===== config.mk =====
export PLATFORM = sky130hd
export DESIGN_NAME = alu_seq
export DESIGN_NICKNAME = d
export VERILOG_FILES = /design/src/rtl/alu_seq_pkg.sv /design/src/rtl/alu_seq_iter.sv /design/src/rtl/alu_seq.sv
export SDC_FILE = /design/constraint.sdc
export NUM_CORES = 1
export LEC_CHECK = 0
export CAP_MARGIN = 20
export CELL_PAD_IN_SITES_DETAIL_PLACEMENT = 2
export CELL_PAD_IN_SITES_GLOBAL_PLACEMENT = 2
export CORE_MARGIN = 3
export CORE_UTILIZATION = 28
export DETAILED_ROUTE_END_ITERATION = 7
export GPL_TIMING_DRIVEN = 0
export MAX_ROUTING_LAYER = met4
export PLACE_DENSITY = 0.88
export SYNTH_ARGS = -nofsm -noshare
export SYNTH_HDL_FRONTEND = slang
export SYNTH_SLANG_ARGS = --single-unit

===== constraint.sdc =====
create_clock -name clk -period 2.3 [get_ports clk]
set_input_delay 0.46 -clock clk [delete_from_list [all_inputs] [get_ports clk]]
set_output_delay 0.46 -clock clk [all_outputs]
set_load 0.05 [all_outputs]

===== src/rtl/alu_seq_pkg.sv =====
// alu_seq_pkg: opcodes, FSM state encoding and flag bit indices shared by the alu_seq block.
package alu_seq_pkg;
    localparam logic [2:0] OP_HOLD = 3'd0;
    localparam logic [2:0] OP_ADD  = 3'd1;
    localparam logic [2:0] OP_SUB  = 3'd2;
    localparam logic [2:0] OP_MUL  = 3'd3;
    localparam logic [2:0] OP_DIV  = 3'd4;
    localparam logic [2:0] OP_AND  = 3'd5;
    localparam logic [2:0] OP_OR   = 3'd6;
    localparam logic [2:0] OP_XOR  = 3'd7;
    typedef enum logic [1:0] {S_IDLE, S_MUL, S_DIV, S_DONE} state_t;
    localparam int FLAG_Z  = 0;
    localparam int FLAG_C  = 1;
    localparam int FLAG_V  = 2;
    localparam int FLAG_DZ = 3;
endpackage


===== src/rtl/alu_seq_iter.sv =====
// alu_seq_iter: shared iterative engine, shift-add multiply (i_mode=0) or restoring divide (i_mode=1).
// o_lo/o_hi carry the value after the current step so the caller can capture the final step directly.
module alu_seq_iter #(
    parameter int WIDTH = 8
) (
    input  logic             clk,
    input  logic             rst_n,
    input  logic             i_start,
    input  logic             i_step,
    input  logic             i_mode,
    input  logic [WIDTH-1:0] i_a,
    input  logic [WIDTH-1:0] i_b,
    output logic             o_last,
    output logic [WIDTH-1:0] o_lo,
    output logic [WIDTH-1:0] o_hi
);
    localparam int CNT_W = $clog2(WIDTH + 1);
    logic [CNT_W-1:0] r_cnt;
    logic [WIDTH-1:0] r_hi, r_lo, r_m;
    logic             r_mode;
    logic [WIDTH:0]   w_sum, w_shl, w_dif;
    assign w_sum  = {1'b0, r_hi} + (r_lo[0] ? {1'b0, r_m} : '0);
    assign w_shl  = {r_hi, r_lo[WIDTH-1]};
    assign w_dif  = w_shl - {1'b0, r_m};
    assign o_last = (r_cnt == CNT_W'(1));
    // mul: {hi,lo} shifts right with the partial sum; div: remainder in hi, quotient shifts into lo
    always_comb begin
        o_hi = r_mode ? (w_dif[WIDTH] ? w_shl[WIDTH-1:0] : w_dif[WIDTH-1:0]) : w_sum[WIDTH:1];
        o_lo = r_mode ? {r_lo[WIDTH-2:0], ~w_dif[WIDTH]} : {w_sum[0], r_lo[WIDTH-1:1]};
    end
    always_ff @(posedge clk or negedge rst_n) begin
        if (!rst_n) begin
            r_cnt  <= '0;
            r_hi   <= '0;
            r_lo   <= '0;
            r_m    <= '0;
            r_mode <= 1'b0;
        end else if (i_start) begin
            r_cnt  <= CNT_W'(WIDTH);
            r_hi   <= '0;
            r_lo   <= i_mode ? i_a : i_b;
            r_m    <= i_mode ? i_b : i_a;
            r_mode <= i_mode;
        end else if (i_step) begin
            r_cnt <= r_cnt - CNT_W'(1);
            r_hi  <= o_hi;
            r_lo  <= o_lo;
        end
    end
endmodule


===== src/rtl/alu_seq.sv =====
// alu_seq: registered ALU with valid/ready handshake; mul/div engines only when ALU_SEQ_MULDIV_EN is defined,
// otherwise ops 011/100 complete in one cycle flagged unsupported through flag_dz.
import alu_seq_pkg::*;
module alu_seq #(
    parameter int WIDTH = 8
) (
    input  logic             clk,
    input  logic             rst_n,
    input  logic             in_valid,
    output logic             in_ready,
    input  logic [2:0]       op,
    input  logic [WIDTH-1:0] a,
    input  logic [WIDTH-1:0] b,
    output logic             out_valid,
    input  logic             out_ready,
    output logic [WIDTH-1:0] result,
    output logic [WIDTH-1:0] result_hi,
    output logic             flag_z,
    output logic             flag_c,
    output logic             flag_v,
    output logic             flag_dz
);
    state_t           r_state, w_next;
    logic [WIDTH-1:0] r_result, r_result_hi, w_res, w_hi, w_it_lo, w_it_hi;
    logic [3:0]       r_flags;
    logic [WIDTH:0]   w_sum, w_dif;
    logic             w_c, w_v, w_dz, w_upd, w_start, w_last, w_busy;
    assign w_sum  = {1'b0, a} + {1'b0, b};
    assign w_dif  = {1'b0, a} - {1'b0, b};
    assign w_busy = (r_state == S_MUL) || (r_state == S_DIV);
`ifdef ALU_SEQ_MULDIV_EN
    assign w_start = (r_state == S_IDLE) && in_valid && ((op == OP_MUL) || ((op == OP_DIV) && (b != '0)));
    alu_seq_iter #(.WIDTH(WIDTH)) u_iter (
        .clk     (clk),
        .rst_n   (rst_n),
        .i_start (w_start),
        .i_step  (w_busy),
        .i_mode  (op == OP_DIV),
        .i_a     (a),
        .i_b     (b),
        .o_last  (w_last),
        .o_lo    (w_it_lo),
        .o_hi    (w_it_hi)
    );
`else
    assign w_start = 1'b0;
    assign w_last  = 1'b0;
    assign w_it_lo = '0;
    assign w_it_hi = '0;
`endif
    always_ff @(posedge clk or negedge rst_n) begin
        if (!rst_n) r_state <= S_IDLE;
        else        r_state <= w_next;
    end
    always_comb begin
        w_next = r_state;
        case (r_state)
            S_IDLE:       if (in_valid) w_next = w_start ? ((op == OP_MUL) ? S_MUL : S_DIV) : S_DONE;
            S_MUL, S_DIV: if (w_last) w_next = S_DONE;
            default:      if (out_ready) w_next = S_IDLE;
        endcase
    end
    always_comb begin
        in_ready  = (r_state == S_IDLE);
        out_valid = (r_state == S_DONE);
    end
    // hold completes without touching the result registers
    always_comb begin
        w_res = '0;
        w_hi  = '0;
        w_c   = 1'b0;
        w_v   = 1'b0;
        w_dz  = 1'b0;
        w_upd = ((r_state == S_IDLE) && in_valid && (op != OP_HOLD) && !w_start) || (w_busy && w_last);
        if (w_busy) begin
            w_res = w_it_lo;
            w_hi  = w_it_hi;
            w_c   = (r_state == S_MUL) && (|w_it_hi);
        end else begin
            case (op)
                OP_ADD: begin
                    w_res = w_sum[WIDTH-1:0];
                    w_c   = w_sum[WIDTH];
                    w_v   = (a[WIDTH-1] == b[WIDTH-1]) && (w_sum[WIDTH-1] != a[WIDTH-1]);
                end
                OP_SUB: begin
                    w_res = w_dif[WIDTH-1:0];
                    w_c   = w_dif[WIDTH];
                    w_v   = (a[WIDTH-1] != b[WIDTH-1]) && (w_dif[WIDTH-1] != a[WIDTH-1]);
                end
                OP_AND: w_res = a & b;
                OP_OR:  w_res = a | b;
                OP_XOR: w_res = a ^ b;
`ifdef ALU_SEQ_MULDIV_EN
                OP_DIV: begin
                    w_res = '1;
                    w_hi  = a;
                    w_dz  = 1'b1;
                end
`else
                OP_MUL, OP_DIV: w_dz = 1'b1;
`endif
                default: ;
            endcase
        end
    end
    always_ff @(posedge clk or negedge rst_n) begin
        if (!rst_n) begin
            r_result    <= '0;
            r_result_hi <= '0;
            r_flags     <= '0;
        end else if (w_upd) begin
            r_result         <= w_res;
            r_result_hi      <= w_hi;
            r_flags[FLAG_Z]  <= (w_res == '0);
            r_flags[FLAG_C]  <= w_c;
            r_flags[FLAG_V]  <= w_v;
            r_flags[FLAG_DZ] <= w_dz;
        end
    end
    assign result    = r_result;
    assign result_hi = r_result_hi;
    assign flag_z    = r_flags[FLAG_Z];
    assign flag_c    = r_flags[FLAG_C];
    assign flag_v    = r_flags[FLAG_V];
    assign flag_dz   = r_flags[FLAG_DZ];
endmodule

* Yosys cells after proc, flatten, opt, wreduce, memory -nomap -nowiden
Cells that the tools add are included.
Widths: inputs -> output; s select.
** Operators by class
- $add $sub $neg :: 2
- Equality and inequality tests :: 15
- Mux-type cells :: 11
- Bitwise operators :: 4
- Reductions and logical operators :: 12
** Operators with widths (number)
- $pmux 8 s5 :: 1
- $eq 3x3->1 const B :: 4
- $add 8x8->9 :: 1
- $sub 8x8->9 :: 1
- $and 8x8->8 :: 1
- $logic_not 8->1 :: 1
- $mux 8 :: 1
- $or 8x8->8 :: 1
- $xor 8x8->8 :: 1
- $eq 3x2->1 const B :: 2
- $eq 2x2->1 const B :: 2
- $logic_and 1x1->1 :: 4
- $mux 1 :: 4
- $mux 2 :: 2
- $pmux 1 s2 :: 2
- $pmux 2 s2 :: 1
- $reduce_or 2->1 :: 2
- $eq 3x1->1 const B :: 1
- $ne 1x1->1 :: 3
- $reduce_and 3->1 :: 1
- $reduce_bool 3->1 :: 1
- $eq 2x1->1 const B :: 1
- $logic_not 2->1 :: 1
- $ne 2x2->1 const B :: 1
- 4 further kinds :: 4
** Storage, ports and cells
- Register bits after elaboration :: 14
- Bits of input ports :: 23
- Output and inout port bits :: 22
- Logic and storage cells :: 47

* Depth between registers and ports, before layout
Gate-level depths: netlist of run 1.
- Word-level depth :: 5
- Gate-level depth with buffers :: 9

* Worst setup path after synthesis of run 1
OpenSTA, ideal clock, no wires.
- Kind :: input to register
- From :: input a[0]
- To :: register r_flags[0]
- Library setup time :: 67 ps
- Data arrival time :: 2374 ps
- Data required time :: 2233 ps
- Setup slack :: -141 ps
- Stages :: 8
- Buffers on the path :: 0
- Path through :: ha_1 -> fa_1 -> a211oi_1 -> nor2_1 -> a221o_1 -> a22o_1 -> nor4_1 -> a32o_2
** On the way
- Longest elaborated chain between the ends :: 4
- Elaborated cells between the ends (all ways) :: 8
- Those cells by class :: add/sub (2); mux (2); bitwise (3); reduce/logical (1)
** RTL lines
- start: declaration :: line alu_seq.sv:12 : input logic [WIDTH-1:0] a,
- $sub 8x8->9 (tied with other cells) :: line alu_seq.sv:29 : assign w_dif = {1'b0, a} - {1'b0, b};
- $pmux 8 s5 (*) :: line alu_seq.sv:80 : case (op)
- $mux 8 (*) :: line alu_seq.sv:75 : if (w_busy) begin
- $logic_not 8->1 (*) :: line alu_seq.sv:115 : r_flags[FLAG_Z] <= (w_res == '0);
- end signal: indexed assignment :: line alu_seq.sv:115
- end signal: indexed assignment :: line alu_seq.sv:116 : r_flags[FLAG_C] <= w_c;
- end signal: indexed assignment :: line alu_seq.sv:117 : r_flags[FLAG_V] <= w_v;
- end: declaration :: line alu_seq.sv:25 : logic [3:0] r_flags;
Every way passes the cells marked *; elsewhere a longest branch is shown, timed or not.
A chain may end at the register's enable or synchronous reset.

* Worst setup path after layout of run 1
- From :: input b[0]
- To :: register r_flags[0]
** On the way
- Longest elaborated chain between the ends :: 4
- Elaborated cells between the ends (all ways) :: 8
- Those cells by class :: add/sub (2); mux (2); bitwise (3); reduce/logical (1)
** RTL lines
- start: declaration :: line alu_seq.sv:13 : input logic [WIDTH-1:0] b,
- $sub 8x8->9 (tied with other cells) :: line alu_seq.sv:29
- $pmux 8 s5 (*) :: line alu_seq.sv:80
- $mux 8 (*) :: line alu_seq.sv:75
- $logic_not 8->1 (*) :: line alu_seq.sv:115
Marked as above.

==> results.md, run 1 <==
- Clock network power share: 15.2%
- PwrDens: 506.2 mW/mm^2
- Die ar.: approximately 0.0077 mm^2
- Critical Path End Type: flop
- Syn Inst Count: ~240
- Total CTS buffers: 3
- Core ar.: 0.006422 mm^2
- Max-slew headroom: 59.52%
- CP Class: input pin to flop
- P_sw: roughly 0.00067 W
- Root Driver: clkbuf_8
- GRT overflow: 0
- Placed cell count: 364
- WL per Instance: slightly below 20 um
- Worst min-delay path category: flop to flop
- Sw Share: 47.60%
- CP max stage cell: fa_2
- Async SR Flop Fraction: 100.0%
- Sequential share of the synthesized area: 17.37%
- Startpoint Class: input pin
- Post-route core utilization: 43.19%
- Tot GR Track Use: about a fifth
- Status: complete, but fails checks
- Fin worst setup slack: -155.9 ps
- H-tree levels: 1
- Final WL: 7320 um
- Endpoints failing hold: 0
- Combinational Power Share: 62.9%
- Failing checks: negative setup slack
- Residual DRC: 0
- CTS tree: done
- Final ANT Viol Nets: 0
- Syn Area/Cell: 7.676 um^2
- Post-route cell area: about 0.0028 mm^2
- Num rows: 29
- Tmin final: 2456 ps
- Share of the synthesized area in the top cell type: 17.37%
- First drt pass iteration count: 4
- Syn. warnings: 0
- Final Skew: about 1.1 ps
- DRT iter0 DRCs: 44
- # fillers: about 720
- Dpl ws: -907.6 ps
- Final period utilization: 106.8%
- Top Ports: 45
- Data arrival, critical path: 2650 ps
- Crit-path max FO: 3
- CP startpoint: b[0]
- Seq pwr share: 22.0%
- Via/cell ratio: between 5 and 6
- First-pass GRT wire length: 11390 um
- Peak supply drop: 158.1 uV
- Max Cap Violations: 0
- Clk buf depth: 2
- Cell-by-cell trace of the critical path: buf_8 > ha_4 > fa_2 > a211oi_2 > nor2_1 > a221o_1 > a22o_4 > nor4_4 > a32o_2
- Post-Syn Area: 0.001873 mm^2
- Static Leak: 1.260 nW
- Placed inst area: ~0.0024 mm^2
- Number of synthesized flops with an enable pin: 0
- Yosys cell types: 55
- CP peak stage delay: 400 ps
- Initial antenna violation count: 0
- Layout overhead on the synthesized area: 48.10%
- Unrepaired setup endpoints after global routing: true
- FF-to-FF path depth: 6
- Final net count: 350
- Vias in the first global route: 2165
- Buf/Inv on CP: 1
- Crit path depth: 9
- Main area contributors after synthesis: dfrtp_1 17%, ha_1 16%, mux2i_1 4.8%
- Worst skew pair latency: 250 ps
- Worst-margin pin slew: 605.3 ps
- Layout Cells excl Fill: between 300 and 400
- Setup TNS: -155.9 ps
- Reg2reg setup slack: 270 ps
- Most frequent cells in the layout: 23 x nand2_1, 21 x nor2_1, 20 x buf_4
- Commonest non-fill, non-tap cell in the layout: nand2_1
- Ant diodes: 0
- Clock-pin slew on the worst setup and hold paths: 60 ps
- Hold Buf Count CTS: 0
- Ys flop type: dfrtp_1
- Layout cells sized above 1: 26.00%
- Cell taking the most area after synthesis: dfrtp_1
- Synthesis-stage register bit count: 13
- Reg2reg start: r_state[0]$_DFFE_PN0P_
- # setup viols final: 1
- Pin count of the biggest net entering global routing: 14
- Chip height: 87.79 um
- Detailed-route via count: between 2000 and 2500
- Starting density of the core: just under 30%
- Internal power: 0.0007359 W
- Reg-to-reg endpoint: r_flags[0]$_DFFE_PN0P_
- Worst setup endpoint: r_flags[0]$_DFFE_PN0P_
- Worst Path Required: 2490 ps
- I/O Buffers: 36
- Sink Count: 13
- Max Freq: 407.2 MHz
- CP top delay family: compound AO/OA/AOI/OAI gates
- Max Slew Vio Count: 0
- Die X: 87.79 um
- HPWL Detailed: 5070 um
- Placer Congestion: 0.8059
==> worst min-delay path, delay by kind of cell, from the launching register on <==
kind               cells  cell delay [ps]
and+or+nand+nor        1               50
DFF                    1              340
AOI/OAI and AO/OA      1               60
==> per-layer routing <==
layer / up-vias / global-route usage (%) / wire length (um)
li1: 950 / - / -
met1: 990 / 22.10 / 3047
met2: 48 / 35.48 / 3819
met3: 19 / 1.881 / 232
met4: 0 / 7.252 / 221
met5: - / - / 0
==> per-stage QoR <==
step	power (W)	hold slack, ps
floorplan	0.0007991	164.4
global placement	0.001026	460.7
detailed placement	0.001056	458.5
CTS	0.001361	494.0
global route	0.001482	519.6
finish	0.001404	486.3
==> cells by family (layout without fill, tap and decap cells) <==
| group | after synthesis | in the layout | share of synthesized area (%) |
|---|---|---|---|
| muxes | 10 | 10 | 5.411 |
| xor gates and xnor gates | 3 | 3 | 1.403 |
| DFF | 13 | 13 | 17.37 |
| AOI/OAI and AO/OA | 59 | 59 | 21.91 |
| and+or+nand+nor | 87 | 87 | 24.12 |
| adders and majority gates | 26 | 26 | 18.17 |
| buffers and inverters | 45 | 94 | 11.42 |
| other | 1 | 8 | 0.2002 |
==> repair_timing <==
| item | 4_1_cts | 5_1_grt |
|---|---|---|
| pin swaps | 22 | 18 |
| resized for setup | 83 | 22 |
| setup buffers | 11 | 1 |
| hold endpoints to repair | 0 | 0 |
| cloned | 0 | 0 |
| endpoints found under the setup margin | 9 | 6 |
==> cell usage after synthesis, types with 3 or more instances <==
master     n
buf_2      3
o211ai_1   4
ha_1      24
clkbuf_1   8
xnor2_1    3
nor2_1    23
mux2i_1    9
buf_4      8
a211oi_1   4
nor3_1     4
nor2b_1    6
a21oi_1   11
a221o_1    4
nand2b_1   6
nor4_1     4
o31ai_1    3
o21ai_0   12
inv_1     24
nand2_1   23
nand3b_1   3
dfrtp_1   13
==> state kept, by name, indices dropped and copies added (netlist names) <==
register  flops
result        8
r_flags       4
r_state       1
==> how the worst min path moves through the flow <==
stage / start / to / slack, ps / cells after the start
2_1_floorplan: rst_n / r_flags[0]$_DFFE_PN0P_ / 160 / 0
3_3_place_gp: result[6]$_DFFE_PN0P_ / result[6]$_DFFE_PN0P_ / 460 / 2
3_5_place_dp: result[6]$_DFFE_PN0P_ / result[6]$_DFFE_PN0P_ / 460 / 2
4_1_cts: r_flags[2]$_DFFE_PN0P_ / r_flags[2]$_DFFE_PN0P_ / 490 / 2
5_1_grt: result[5]$_DFFE_PN0P_ / result[5]$_DFFE_PN0P_ / 520 / 2
6_report: r_flags[2]$_DFFE_PN0P_ / r_flags[2]$_DFFE_PN0P_ / 490 / 2
==> layout make-up <==
type                            instances  area, um^2  share of cell area [%]
Buffer                                 18       156.4                   5.638
Timing Repair Buffer                   48       446.7                   16.10
Tap cell                               77       96.34                   3.473
Sequential cell                        13       325.3                   11.73
Multi-Input combinational cell        193        1614                   58.19
Clock buffer                            4       45.04                   1.624
Inverter                               24       90.09                   3.248
==> power groups by stage <==
stage / Combinational (W) / Sequential [W] / Clock [W]
floorplan: 0.000320 / 0.000479 / 0
global placement: 0.000719 / 0.000307 / 0
detailed placement: 0.000746 / 0.000310 / 0
finish: 0.000883 / 0.000308 / 0.000213
CTS: 0.000839 / 0.000307 / 0.000215
global route: 0.000942 / 0.000316 / 0.000224
Note: power is estimated with default switching activity, not from simulation.
==> run 2: changes to the inputs <==
Settings changed: CORE_MARGIN 3 to not set.
==> results.md, run 2 (same netlist as run 1, synthesis figures left out) <==
- Status: complete, but fails checks (unchanged)
- Failing checks: negative setup slack (unchanged)
- Ant diodes: 0 (unchanged)
- Unrepaired setup endpoints after global routing: true (unchanged)
- Residual DRC: 0 (unchanged)
- Die ar.: 0.007021 mm^2 (was 0.007707 mm^2)
- Final ANT Viol Nets: 0 (unchanged)
- I/O Buffers: 36 (unchanged)
- Dpl ws: -1024 ps (was -907.6 ps)
- Worst min-delay path category: flop to flop (unchanged)
- Worst Path Required: 2490 ps (about the same)
- Top Ports: 45 (unchanged)
- Cell-by-cell trace of the critical path: clkdlybuf4s50_1 > ha_2 > nor4_1 > o21ai_0 > a311o_1 > o21ai_2 > a32o_2 (was buf_8 > ha_4 > fa_2 > a211oi_2 > nor2_1 > a221o_1 > a22o_4 > nor4_4 > a32o_2)
- Clock-pin slew on the worst setup and hold paths: 60 ps (about the same)
- Final period utilization: 106.6% (was 106.8%)
- Placed cell count: 364 (unchanged)
- Layout cells sized above 1: 29.87% (was 26.00%)
- Core ar.: 0.006386 mm^2 (was 0.006422 mm^2)
- Static Leak: 1.283 nW (was 1.260 nW)
- Placed inst area: 0.002379 mm^2 (unchanged)
- H-tree levels: 1 (unchanged)
- Most frequent cells in the layout: 28 x buf_4, 22 x nand2_1, 20 x nor2_1 (was 23 x nand2_1, 21 x nor2_1, 20 x buf_4)
- Max Slew Vio Count: 0 (unchanged)
- Reg2reg start: r_state[0]$_DFFE_PN0P_ (unchanged)
- # fillers: 717 (was 716)
- Root Driver: clkbuf_8 (unchanged)
- Clk buf depth: 2 (unchanged)
- Via/cell ratio: 5.457 (was 5.324)
- Max Freq: 407.7 MHz (was 407.2 MHz)
- Data arrival, critical path: 2640 ps (was 2650 ps)
- Chip height: 83.79 um (was 87.79 um)
- Sink Count: 13 (unchanged)
- Max Cap Violations: 0 (unchanged)
- Worst Hold Depth: 2 (unchanged)
- CP Class: input pin to flop (unchanged)
- Pin count of the biggest net entering global routing: 14 (unchanged)
- Reg2reg setup slack: 400 ps (was 270 ps)
- Final net count: 358 (was 350)
- Worst skew pair latency: 250 ps (about the same)
- HPWL Detailed: 4882 um (was 5070 um)
- Final Skew: 1.839 ps (was 1.145 ps)
- Final WL: 7788 um (was 7320 um)
- Layout Cells excl Fill: 385 (was 377)
- Max FFs per register: 8 (unchanged)
- First drt pass iteration count: 4 (unchanged)
- Tmin final: 2453 ps (was 2456 ps)
- First-pass GRT wire length: 11510 um (was 11390 um)
- WL per Instance: 20.23 um (was 19.42 um)
- DRT iter0 DRCs: 72 (was 44)
- Worst hold start: result[6]$_DFFE_PN0P_ (was r_flags[2]$_DFFE_PN0P_)
- Total CTS buffers: 3 (unchanged)
- Startpoint Class: input pin (unchanged)
- Crit-path max FO: 8 (was 3)
- Critical Path End Type: flop (unchanged)
- Worst Hold Path EP: result[6]$_DFFE_PN0P_ (was r_flags[2]$_DFFE_PN0P_)
- Reg-to-reg endpoint: r_flags[0]$_DFFE_PN0P_ (unchanged)
- WHS: 475.4 ps (was 486.3 ps)
- Num rows: 29 (unchanged)
- # setup viols final: 3 (was 1)
- FF-to-FF path depth: 6 (unchanged)
- Initial antenna violation count: 0 (unchanged)
- Die X: 83.79 um (was 87.79 um)
- Detailed-route via count: 2101 (was 2007)
- CP peak stage delay: 430 ps (was 400 ps)
- PwrDens: 502.5 mW/mm^2 (was 506.2 mW/mm^2)
- Post-route cell area: 0.002833 mm^2 (was 0.002774 mm^2)
- Max-slew headroom: 57.79% (was 59.52%)
- Peak supply drop: 458.4 uV (was 158.1 uV)
- Tot GR Track Use: 21.14% (was 19.59%)
- GRT overflow: 0 (unchanged)
- Endpoints failing hold: 0 (unchanged)
- Vias in the first global route: 2209 (was 2165)
- Placer Congestion: 0.8552 (was 0.8059)
- CP max stage cell: nor4_1 (was fa_2)
- Fin worst setup slack: -152.6 ps (was -155.9 ps)
- Worst-margin pin slew: 631.2 ps (was 605.3 ps)
- Starting density of the core: 29.33% (was 29.16%)
- Commonest non-fill, non-tap cell in the layout: buf_4 (was nand2_1)
- CTS tree: done (unchanged)
- Layout overhead on the synthesized area: 51.24% (was 48.10%)
[run 2: power by group]
part / internal, W / switching, W
registers: 0.000277 / 0.0000302
logic: 0.000346 / 0.000553
clock network: 0.000123 / 0.0000932
total: 0.000747 / 0.000677
[run 2: worst max-delay path: cells and delay by family]
kind | cells | cell delay, ps
AO/OA/AOI/OAI | 4 | 1070
adder cells (fa/ha/maj) | 1 | 250
buffers and inverters | 1 | 420
AND/OR/NAND/NOR | 1 | 430
[run 2: metal layers]
| metal | track usage [%] | vias to the layer above | part of all wire [%] |
|---|---|---|---|
| met1 | 24.23 | 1047 | 41 |
| met4 | 6.317 | 0 | 2.8 |
| met3 | 1.583 | 20 | 3.3 |
| met2 | 39.10 | 67 | 53 |
| li1 | - | 967 | - |
| met5 | - | - | 0 |
[run 2: how the worst max path moves through the flow]
stage                                        end  startpoint  slack (ps)  cells after the start
final                     r_flags[0]$_DFFE_PN0P_        b[4]        -150                      7
after CTS                 r_flags[0]$_DFFE_PN0P_        b[0]         -50                      9
after detailed placement  r_flags[0]$_DFFE_PN0P_        a[1]       -1020                      8
after floorplan           r_flags[0]$_DFFE_PN0P_        a[0]        -0.8                      8
after global routing      r_flags[0]$_DFFE_PN0P_        b[4]        -310                      7
after global placement    r_flags[0]$_DFFE_PN0P_        a[1]        -870                      9
[run 2: area by class of cell]
type	count	area, um^2	area share (%)
flip-flops and latches	13	325.3	11.48
well taps	77	96.34	3.401
inverters	24	90.09	3.180
plain buffers	17	145.1	5.124
clock buffers	4	45.04	1.590
repair buffers	57	516.7	18.24
multi-input cells	193	1614	56.98
[run 2: per-stage QoR]
stage	util (%)	setup TNS [ps]	power [W]
5_1_grt	44.36	-801.4	0.001489
3_3_place_gp	37.25	-5127	0.001027
2_1_floorplan	-	-0.7900	0.0007991
6_report	44.36	-294.4	0.001423
4_1_cts	42.91	-54.31	0.001362
3_5_place_dp	37.25	-6038	0.001052
[run 2: what timing repair did]
item                                    in CTS  in global routing
pin swaps                                   20                 16
endpoints found under the setup margin       9                  7
endpoints found under the hold margin        0                  0
hold buffers                                 0                  0
gates resized for setup                     86                 20
cloned                                       1                  0
setup buffers                               16                  5
